[src/rtl/aes_pkg.sv]
// aes_pkg: shared AES-128 types, FSM encoding and inverse-round helper functions
package aes_pkg;

    localparam int NB_ROUNDS = 10;

    typedef logic [127:0] state_t;

    typedef enum logic [1:0] {IDLE, ROUND, LAST} fsm_e;

    function automatic logic [7:0] xtime(input logic [7:0] b);
        return {b[6:0], 1'b0} ^ (b[7] ? 8'h1b : 8'h00);
    endfunction

    // Multiply by a 4-bit constant as a sum of chained xtime terms
    function automatic logic [7:0] gf_mul(input logic [7:0] b, input logic [3:0] c);
        logic [7:0] p;
        logic [7:0] x;
        p = '0;
        x = b;
        for (int i = 0; i < 4; i++) begin
            if (c[i]) p ^= x;
            x = xtime(x);
        end
        return p;
    endfunction

    function automatic state_t inv_shift_rows(input state_t s);
        state_t o;
        o = '0;
        for (int c = 0; c < 4; c++)
            for (int r = 0; r < 4; r++)
                o[127-8*(4*c+r) -: 8] = s[127-8*(4*((c-r+4)%4)+r) -: 8];
        return o;
    endfunction

    function automatic logic [31:0] inv_mix_column(input logic [31:0] col);
        logic [7:0] a0, a1, a2, a3;
        {a0, a1, a2, a3} = col;
        return {gf_mul(a0, 4'he) ^ gf_mul(a1, 4'hb) ^ gf_mul(a2, 4'hd) ^ gf_mul(a3, 4'h9),
                gf_mul(a0, 4'h9) ^ gf_mul(a1, 4'he) ^ gf_mul(a2, 4'hb) ^ gf_mul(a3, 4'hd),
                gf_mul(a0, 4'hd) ^ gf_mul(a1, 4'h9) ^ gf_mul(a2, 4'he) ^ gf_mul(a3, 4'hb),
                gf_mul(a0, 4'hb) ^ gf_mul(a1, 4'hd) ^ gf_mul(a2, 4'h9) ^ gf_mul(a3, 4'he)};
    endfunction

    function automatic state_t inv_mix_columns(input state_t s);
        state_t o;
        o = '0;
        for (int c = 0; c < 4; c++)
            o[127-32*c -: 32] = inv_mix_column(s[127-32*c -: 32]);
        return o;
    endfunction

endpackage

[src/rtl/aes_inv_sbox.sv]
// aes_inv_sbox: combinational 256-entry AES inverse S-box lookup
module aes_inv_sbox (
    input  logic [7:0] in_i,
    output logic [7:0] out_o
);

    localparam logic [0:255][7:0] INV_SBOX = {
        128'h52096ad53036a538bf40a39e81f3d7fb,
        128'h7ce339829b2fff87348e4344c4dee9cb,
        128'h547b9432a6c2233dee4c950b42fac34e,
        128'h082ea16628d924b2765ba2496d8bd125,
        128'h72f8f66486689816d4a45ccc5d65b692,
        128'h6c704850fdedb9da5e154657a78d9d84,
        128'h90d8ab008cbcd30af7e45805b8b34506,
        128'hd02c1e8fca3f0f02c1afbd0301138a6b,
        128'h3a9111414f67dcea97f2cfcef0b4e673,
        128'h96ac7422e7ad3585e2f937e81c75df6e,
        128'h47f11a711d29c5896fb7620eaa18be1b,
        128'hfc563e4bc6d279209adbc0fe78cd5af4,
        128'h1fdda8338807c731b11210592780ec5f,
        128'h60517fa919b54a0d2de57a9f93c99cef,
        128'ha0e03b4dae2af5b0c8ebbb3c83539961,
        128'h172b047eba77d626e169146355210c7d
    };

    assign out_o = INV_SBOX[in_i];

endmodule

[src/rtl/aes_inv_cipher_iter.sv]
// aes_inv_cipher_iter: iterative AES-128 inverse cipher, one decryption round per clock
module aes_inv_cipher_iter
    import aes_pkg::*;
(
    input  logic         clk,
    input  logic         rst,
    input  logic         start,
    input  logic [127:0] cipher_in,
    output logic [3:0]   rk_idx,
    input  logic [127:0] rk,
    output logic         busy,
    output logic         done,
    output logic [127:0] plain_out
);

    fsm_e       fsm_q;
    logic [3:0] rnd_q;
    state_t     state_q, plain_q, isr, isb, state_d;
    logic       busy_q, done_q;

    assign isr = inv_shift_rows(state_q);

    for (genvar i = 0; i < 16; i++) begin : g_sbox
        aes_inv_sbox u_sbox (
            .in_i  (isr[127-8*i -: 8]),
            .out_o (isb[127-8*i -: 8])
        );
    end

    // The final round shares InvShiftRows/InvSubBytes but skips InvMixColumns
    assign state_d = inv_mix_columns(isb ^ rk);

    assign rk_idx = fsm_q == IDLE  ? 4'(NB_ROUNDS) :
                    fsm_q == ROUND ? rnd_q : 4'd0;

    always_ff @(posedge clk or posedge rst) begin
        if (rst) begin
            fsm_q   <= IDLE;
            rnd_q   <= '0;
            state_q <= '0;
            plain_q <= '0;
            busy_q  <= 1'b0;
            done_q  <= 1'b0;
        end else begin
            done_q <= 1'b0;
            case (fsm_q)
                IDLE: if (start) begin
                    state_q <= cipher_in ^ rk;
                    rnd_q   <= 4'(NB_ROUNDS - 1);
                    busy_q  <= 1'b1;
                    fsm_q   <= ROUND;
                end
                ROUND: begin
                    state_q <= state_d;
                    if (rnd_q == 4'd1) fsm_q <= LAST;
                    else rnd_q <= rnd_q - 4'd1;
                end
                LAST: begin
                    plain_q <= isb ^ rk;
                    done_q  <= 1'b1;
                    busy_q  <= 1'b0;
                    fsm_q   <= IDLE;
                end
                default: fsm_q <= IDLE;
            endcase
        end
    end

    assign busy      = busy_q;
    assign done      = done_q;
    assign plain_out = plain_q;

endmodule

[config.mk]
export PLATFORM = sky130hd
export DESIGN_NAME = aes_inv_cipher_iter
export DESIGN_NICKNAME = d
export VERILOG_FILES = /design/src/rtl/aes_pkg.sv /design/src/rtl/aes_inv_sbox.sv /design/src/rtl/aes_inv_cipher_iter.sv
export SDC_FILE = /design/constraint.sdc
export NUM_CORES = 2
export LEC_CHECK = 0
export BUFFER_PORTS_ARGS = -buffer_cell sky130_fd_sc_hd__buf_4
export CORE_MARGIN = 4
export CORE_UTILIZATION = 40
export CTS_CLUSTER_DIAMETER = 150
export DETAILED_ROUTE_END_ITERATION = 10
export PLACE_DENSITY_LB_ADDON = 0.12
export REMOVE_ABC_BUFFERS = 1
export SLEW_MARGIN = 20
export SYNTH_ARGS = -nofsm -noshare
export SYNTH_HDL_FRONTEND = slang
export SYNTH_SLANG_ARGS = --single-unit
[constraint.sdc]
create_clock -name clk -period 13.7 [get_ports clk]
set_input_delay 1.37 -clock clk [delete_from_list [all_inputs] [get_ports clk]]
set_output_delay 1.37 -clock clk [all_outputs]
set_load 0.01 [all_outputs]
-- After elaboration in Yosys (flattened, before gate mapping)
Memory sizes are Yosys's and may differ from the RTL's.
Index checks and enable logic that the tools add are counted.
- bits in registers: 264
- output and inout port bits: 134
- bits in read-only memories: 32768
- memories: 16
- memory list (name ; depth ; bits a word ; rd ports ; clocked after memory_dff ; wr ports ; line ; source):
    (name not given) ; 256 ; 8 ; 1 ; 0 ; 0 ; aes_inv_sbox.sv:26 ; assign out_o = INV_SBOX[in_i];
    (name not given) ; 256 ; 8 ; 1 ; 0 ; 0 ; aes_inv_sbox.sv:26 ;
    (name not given) ; 256 ; 8 ; 1 ; 0 ; 0 ; aes_inv_sbox.sv:26 ;
    (name not given) ; 256 ; 8 ; 1 ; 0 ; 0 ; aes_inv_sbox.sv:26 ;
    (name not given) ; 256 ; 8 ; 1 ; 0 ; 0 ; aes_inv_sbox.sv:26 ;
    (name not given) ; 256 ; 8 ; 1 ; 0 ; 0 ; aes_inv_sbox.sv:26 ;
    10 more memories ; -- ; -- ; -- ; -- ; -- ; -- ;
- $lt $le $gt $ge: 16
- bitwise operators: 226
- reduce and logical (&&, ||, !) cells: 7
- add/subtract/negate cells: 1
- multiplexer cells: 93
- eq/ne operators: 6
- operators with widths (cell ; number):
    8-bit XOR ; 167
    8-bit by 5-bit XOR with 8-bit output ; 41
    8-bit 2-to-1 mux ; 32
    128-bit one-hot mux with 2 select lines ; 1
    128-bit XOR ; 2
    5-bit 2-to-1 mux ; 48
    9-bit >= comparator (second input constant) ; 16
    8-bit NOT with 9-bit output ; 16
    128-bit 2-to-1 mux ; 1
    4-bit 2-to-1 mux ; 4
    4-bit one-hot mux with 2 select lines ; 1
    2-bit AND reduction ; 3
    4-bit by 1-bit equality test with 1-bit output (second input constant) ; 1
    2-bit 2-to-1 mux ; 2
    2-bit inequality test (second input constant) ; 2
    2-bit one-hot mux with 2 select lines ; 1
    2-bit nonzero test ; 2
    4-bit by 1-bit subtractor with 4-bit output (second input constant) ; 1
    3-bit AND reduction ; 1
    2-bit by 1-bit equality test with 1-bit output (second input constant) ; 1
    2-bit equality test (second input constant) ; 1
    2-bit zero test ; 1
    1-bit 2-to-1 mux ; 2
    2-bit by 1-bit inequality test with 1-bit output (second input constant) ; 1
    1-bit one-hot mux with 2 select lines ; 1

-- Longest topological paths before layout
- depth in word-level cells: 16
- gate-level depth with buffers: 20
- mapped depth without buffers: 14

-- Hierarchy
From an unflattened synthesis, not the netlist that was laid out.
- cells, all modules: 10735
- area, all modules: 75403.6 µm²
- by module, submodules not included (module ; times used ; cells each ; area each (µm²)):
    aes_inv_sbox at g_sbox[14].u_sbox ... ; 11 ; 545 ; 3368.2
    aes_inv_cipher_iter ; 1 ; 2055 ; 20961.4
    aes_inv_sbox at g_sbox[10].u_sbox ... ; 4 ; 531 ; 3454.6
    aes_inv_sbox at g_sbox[0].u_sbox ; 1 ; 561 ; 3573.4

-- Worst setup path before layout
No wires, ideal clock.
- path kind: register to register
- from: register state_q[41]
- to: register state_q[96]
- setup slack: 8.880 ns
- library setup time: 0.132 ns
- arrival: 4.689 ns
- stages on the path, launching flop included: 20
- period minus slack after synthesis: 4.820 ns
- required time: 13.568 ns
- cells stage by stage: dfrtp_1 -> buf_2 -> buf_2 -> clkbuf_1 -> inv_1 -> ha_1 -> clkbuf_1 -> nor2b_1 -> or2_1 -> mux4_2 -> a211oi_1 -> a2111oi_0 -> a2111o_1 -> buf_2 -> xnor2_2 -> xnor2_1 -> xnor3_1 -> xnor2_1 -> nor2_1 -> o22ai_1
- word-level cells in the longest chain between the ends: 13
- ends and longest elaborated chain (element ; line ; source):
    start, declared ; aes_inv_cipher_iter.sv:18 ; state_t state_q, plain_q, isr, isb, state_d;
    start signal, assigned ; aes_inv_cipher_iter.sv:48 ; state_q <= cipher_in ^ rk;
    start signal, assigned ; aes_inv_cipher_iter.sv:54 ; state_q <= state_d;
    8-bit NOT with 9-bit output (implied by the code) * ; aes_inv_sbox.sv:26 ;
    memory read 256 x 8 bit * ; -- ;
    8-bit 2-to-1 mux (implied by the code) * (2 in series) ; aes_inv_sbox.sv:26 ;
    128-bit XOR * ; aes_inv_cipher_iter.sv:31 ; assign state_d = inv_mix_columns(isb ^ rk);
    8-bit by 5-bit XOR with 8-bit output (2 in series) ; aes_pkg.sv:11 ; return {b[6:0], 1'b0} ^ (b[7] ? 8'h1b : 8'h00);
    5-bit 2-to-1 mux ; aes_pkg.sv:11 ;
    8-bit by 5-bit XOR with 8-bit output ; aes_pkg.sv:11 ;
    8-bit XOR * ; aes_pkg.sv:21 ; if (c[i]) p ^= x;
    8-bit XOR * (2 in series) ; aes_pkg.sv:42 ; gf_mul(a0, 4'hb) ^ gf_mul(a1, 4'hd) ^ gf_mul(a2, 4'h9) ^ gf_mul(a3, 4'he)};
    128-bit one-hot mux with 2 select lines * ; aes_inv_cipher_iter.sv:46 ; case (fsm_q)
Every way passes the cells marked *; elsewhere a longest branch is shown, timed or not. The select of a mux whose other input is x is not followed.
A chain may end at the register's enable or synchronous reset.

-- Worst setup path after layout
- from: register state_q[112]
- to: register state_q[75]
- word-level cells in the longest chain between the ends: 14
- elaborated cells between the ends (all ways): 15
- classes of those cells: mux (5); bitwise (9); memory (1)
- ends and longest elaborated chain (element ; line ; source):
    8-bit NOT with 9-bit output (implied by the code) * ; aes_inv_sbox.sv:26 ;
    memory read 256 x 8 bit * ; -- ;
    8-bit 2-to-1 mux (implied by the code) * (2 in series) ; aes_inv_sbox.sv:26 ;
    128-bit XOR * ; aes_inv_cipher_iter.sv:31 ;
    5-bit 2-to-1 mux / 8-bit by 5-bit XOR with 8-bit output (equally long branches) ; aes_pkg.sv:11 ;
    8-bit by 5-bit XOR with 8-bit output ; aes_pkg.sv:11 ;
    8-bit by 5-bit XOR with 8-bit output / 5-bit 2-to-1 mux (equally long branches) ; aes_pkg.sv:11 ;
    8-bit by 5-bit XOR with 8-bit output ; aes_pkg.sv:11 ;
    8-bit XOR * ; aes_pkg.sv:21 ;
    8-bit XOR * (3 in series) ; aes_pkg.sv:41 ; gf_mul(a0, 4'hd) ^ gf_mul(a1, 4'h9) ^ gf_mul(a2, 4'he) ^ gf_mul(a3, 4'hb),
    128-bit one-hot mux with 2 select lines * ; aes_inv_cipher_iter.sv:46 ;
Marked as above.

==> summary.log <==
[status] status finished clean
[drt] Post-DRT Antenna Nets 0
[drt] detailed-route DRC error count 0
[synthesis] Async SR Flop Fraction 100%
[layout] share of cells above drive strength 1 13.2%
[setup_path] crit path kind flop to flop
[synthesis] cell taking the most area after synthesis dfrtp_1
[sta] final critical delay including setup and external delays 6770 ps
[synthesis] Post-Synthesis Cell Area 0.0788 mm^2
[clock_network] clock slew at the register clock pins of the worst setup and hold paths 70 ps
[synthesis] number of warnings printed during yosys synthesis 0
[drt] starting DRC count in detailed routing 16700
[setup_path] startpoint type of the worst setup path flop
[sta] RSZ-0062 raised after global routing false
[synthesis] register area share after synthesis 8.38%
[sta] final hold slack 476 ps
[layout] final core utilization 42.5%
[clock_network] number of buffers created by CTS 45
[clock_network] H-Tree Level Count 2
[synthesis] largest cells by area after synthesis dfrtp_1 (8.4%), xnor2_1 (6.5%), mux4_2 (5.3%), ha_1 (4.7%), o21ai_0 (4.5%)
[drt] vias per cell 7.25
[global_route] number of global-route vias before repair 86200
[global_route] pin count of the biggest net entering global routing 117
[placement] final weighted congestion of routability-driven global placement 1.04
[clock_network] clock tree from TritonCTS built
[synthesis] #FFs+latches synth 264
[floorplan] site row count 162
[flow_run] count of max-cap constraint violations 0
[synthesis] Synth Flop Type dfrtp_1
[global_route] global routing usage summed across all routing layers 40.9%
[sta] relative slew slack 16.6%
[setup_path] required time of the worst setup path 14200 ps
[clock_network] Hold-fix buffers, CTS 0
[synthesis] Yosys cell types 120
[sta] Total Neg Setup Slack 0 ps
[drt] DR pass1 iterations 7
[floorplan] vertical die dimension 452 um
[sta] Setup violations, final 0
[synthesis] share of the synthesized area in the top cell type 8.38%
[setup_path] worst endpoint data arrival time 7280 ps
[clock_network] Max Buffers Root-to-Sink 3
[sta] ratio of final minimum period to clock period 49.4%
[clock_network] clock root cell clkbuf_16
[drt] total wire length 443 mm
[floorplan] total die area 0.204 mm^2
[sta] final count of pins violating max slew 0
[synthesis] Synth Instances 10800
[layout] count of nets after finishing 10800
[placement] sum of net half-perimeters after detailed placement 317 mm
[synthesis] Mapped Avg Cell Area 7.33 um^2
[placement] buffers added on ports 392
[clock_network] count of clock tree sinks 264
[setup_path] sort of element at the end of the critical path flop
[sta] worst-case clock skew 44.9 ps
[global_route] global-route wire length before repair 636 mm
[hold_path] kind of path behind the tightest hold check flop to flop
[drt] routed length per placed instance 34.3 um
[sta] achievable frequency 0.148 GHz
[global_route] initial antenna violation count 21
[sta] endpoints failing hold 0
[floorplan] initial core utilization 40.3%
[clock_network] source-to-sink clock delay at the later pin of the worst-skew pair 690 ps
[layout] synthesis-to-layout area growth 5.45%
[synthesis] number of enable-type register cells in the synthesized netlist 0
[clock_network] post-CTS resize count 0
[floorplan] Std-Cell Core Area 0.195 mm^2
[synthesis] top cells by instance count after synthesis nand2_1 (869), o21ai_0 (710), nor2_1 (676)
[global_route] overflow left after global routing 0
[clock_network] number of buffers added for setup after CTS 0
[floorplan] DIE WIDTH 452 um
[sta] Tightest Pin Transition 1250 ps
[floorplan] I/O pins 393
[setup_path] largest fanout on the critical path 27
[synthesis] most frequent cell after synthesis nand2_1
[drt] DR vias 93700
==> sequential cells by signal (all words and copies together), names as in the netlist <==
register   count
done           1
fsm_q          2
plain_out    128
busy           1
state_q      128
rnd_q          4
==> critical path, cell delays in order (launching register included) <==
cell,delay (ps)
dfrtp_1,1050
inv_1,430
ha_1,720
nor2_1,440
a21oi_1,70
mux4_2,490
a221oi_1,640
o22ai_1,300
xor2_2,640
xnor2_1,220
xor2_1,210
xnor2_1,440
xnor3_1,490
o21ai_1,290
o21ai_0,140
==> worst paths after layout <==
path	start	to	slack, ps	cells after the start
worst max register to register	state_q[112]$_DFFE_PP0P_	state_q[75]$_DFFE_PP0P_	6930	14
worst min register to register	plain_out[82]$_DFFE_PP0P_	plain_out[82]$_DFFE_PP0P_	480	2
worst min-delay path	plain_out[82]$_DFFE_PP0P_	plain_out[82]$_DFFE_PP0P_	480	2
min in group asynchronous	rst	rnd_q[3]$_DFFE_PP0P_	870	2
max in group asynchronous	rst	state_q[59]$_DFFE_PP0P_	11270	3
worst max-delay path	state_q[112]$_DFFE_PP0P_	state_q[75]$_DFFE_PP0P_	6930	14
==> metal layers <==
layer	vias to the layer above	wire (um)	global-route usage, %
li1	39400	-	-
met1	45200	172000	54.7
met2	7592	190000	62.4
met3	1480	50900	8.24
met4	22	29200	20.5
met5	-	149	0
==> cell families (layout without fill, tap and decap cells) <==
logic type | count (synthesis) | after routing | synth area share, %
AO/OA/AOI/OAI | 3770 | 3770 | 33.7
AND/OR/NAND/NOR | 3514 | 3514 | 22.7
buffers and inverters | 1427 | 972 | 8.44
XOR/XNOR | 1068 | 1068 | 13.8
multiplexers | 416 | 416 | 8.30
adder cells (fa/ha/maj) | 296 | 296 | 4.69
flip-flops | 264 | 264 | 8.38
other | 0 | 7 | 0
==> final cells by class <==
| cell class | instances | area (um^2) |
|---|---|---|
| clock buffers | 55 | 1240 |
| diodes | 7 | 17.5 |
| fillers | 20500 | 112000 |
| flip-flops and latches | 264 | 6740 |
| inverters | 219 | 830 |
| well taps | 2624 | 3280 |
| clock inverters | 28 | 355 |
| repair buffers | 670 | 5040 |
| multi-input cells | 9064 | 65600 |
==> metrics by stage <==
stage                     area [um^2]  worst slack, ps  instances
after floorplan                 73000             5060       9547
after global placement          81500             7230      12800
after detailed placement        81500             7290      12800
after CTS                       83100             7240      12900
after global routing            83100             6850      12900
final                           83100             6930      12900
==> cell usage in the layout, fill, tap and decap left out, drive strengths merged, types with 206 or more instances in the layout <==
master	netlist	layout
xnor2	655	655
nand2	869	869
a21oi	666	666
xor2	361	361
dfrtp	264	264
nor3	260	260
o21ai	750	750
nor2b	340	340
nand3	265	265
buf	636	670
inv	198	206
nand2b	410	410
nor2	680	680
o211ai	208	208
ha	295	295
Power is not shown: default switching activity piles up to over one toggle a cycle in this logic, so the estimate is an artifact.
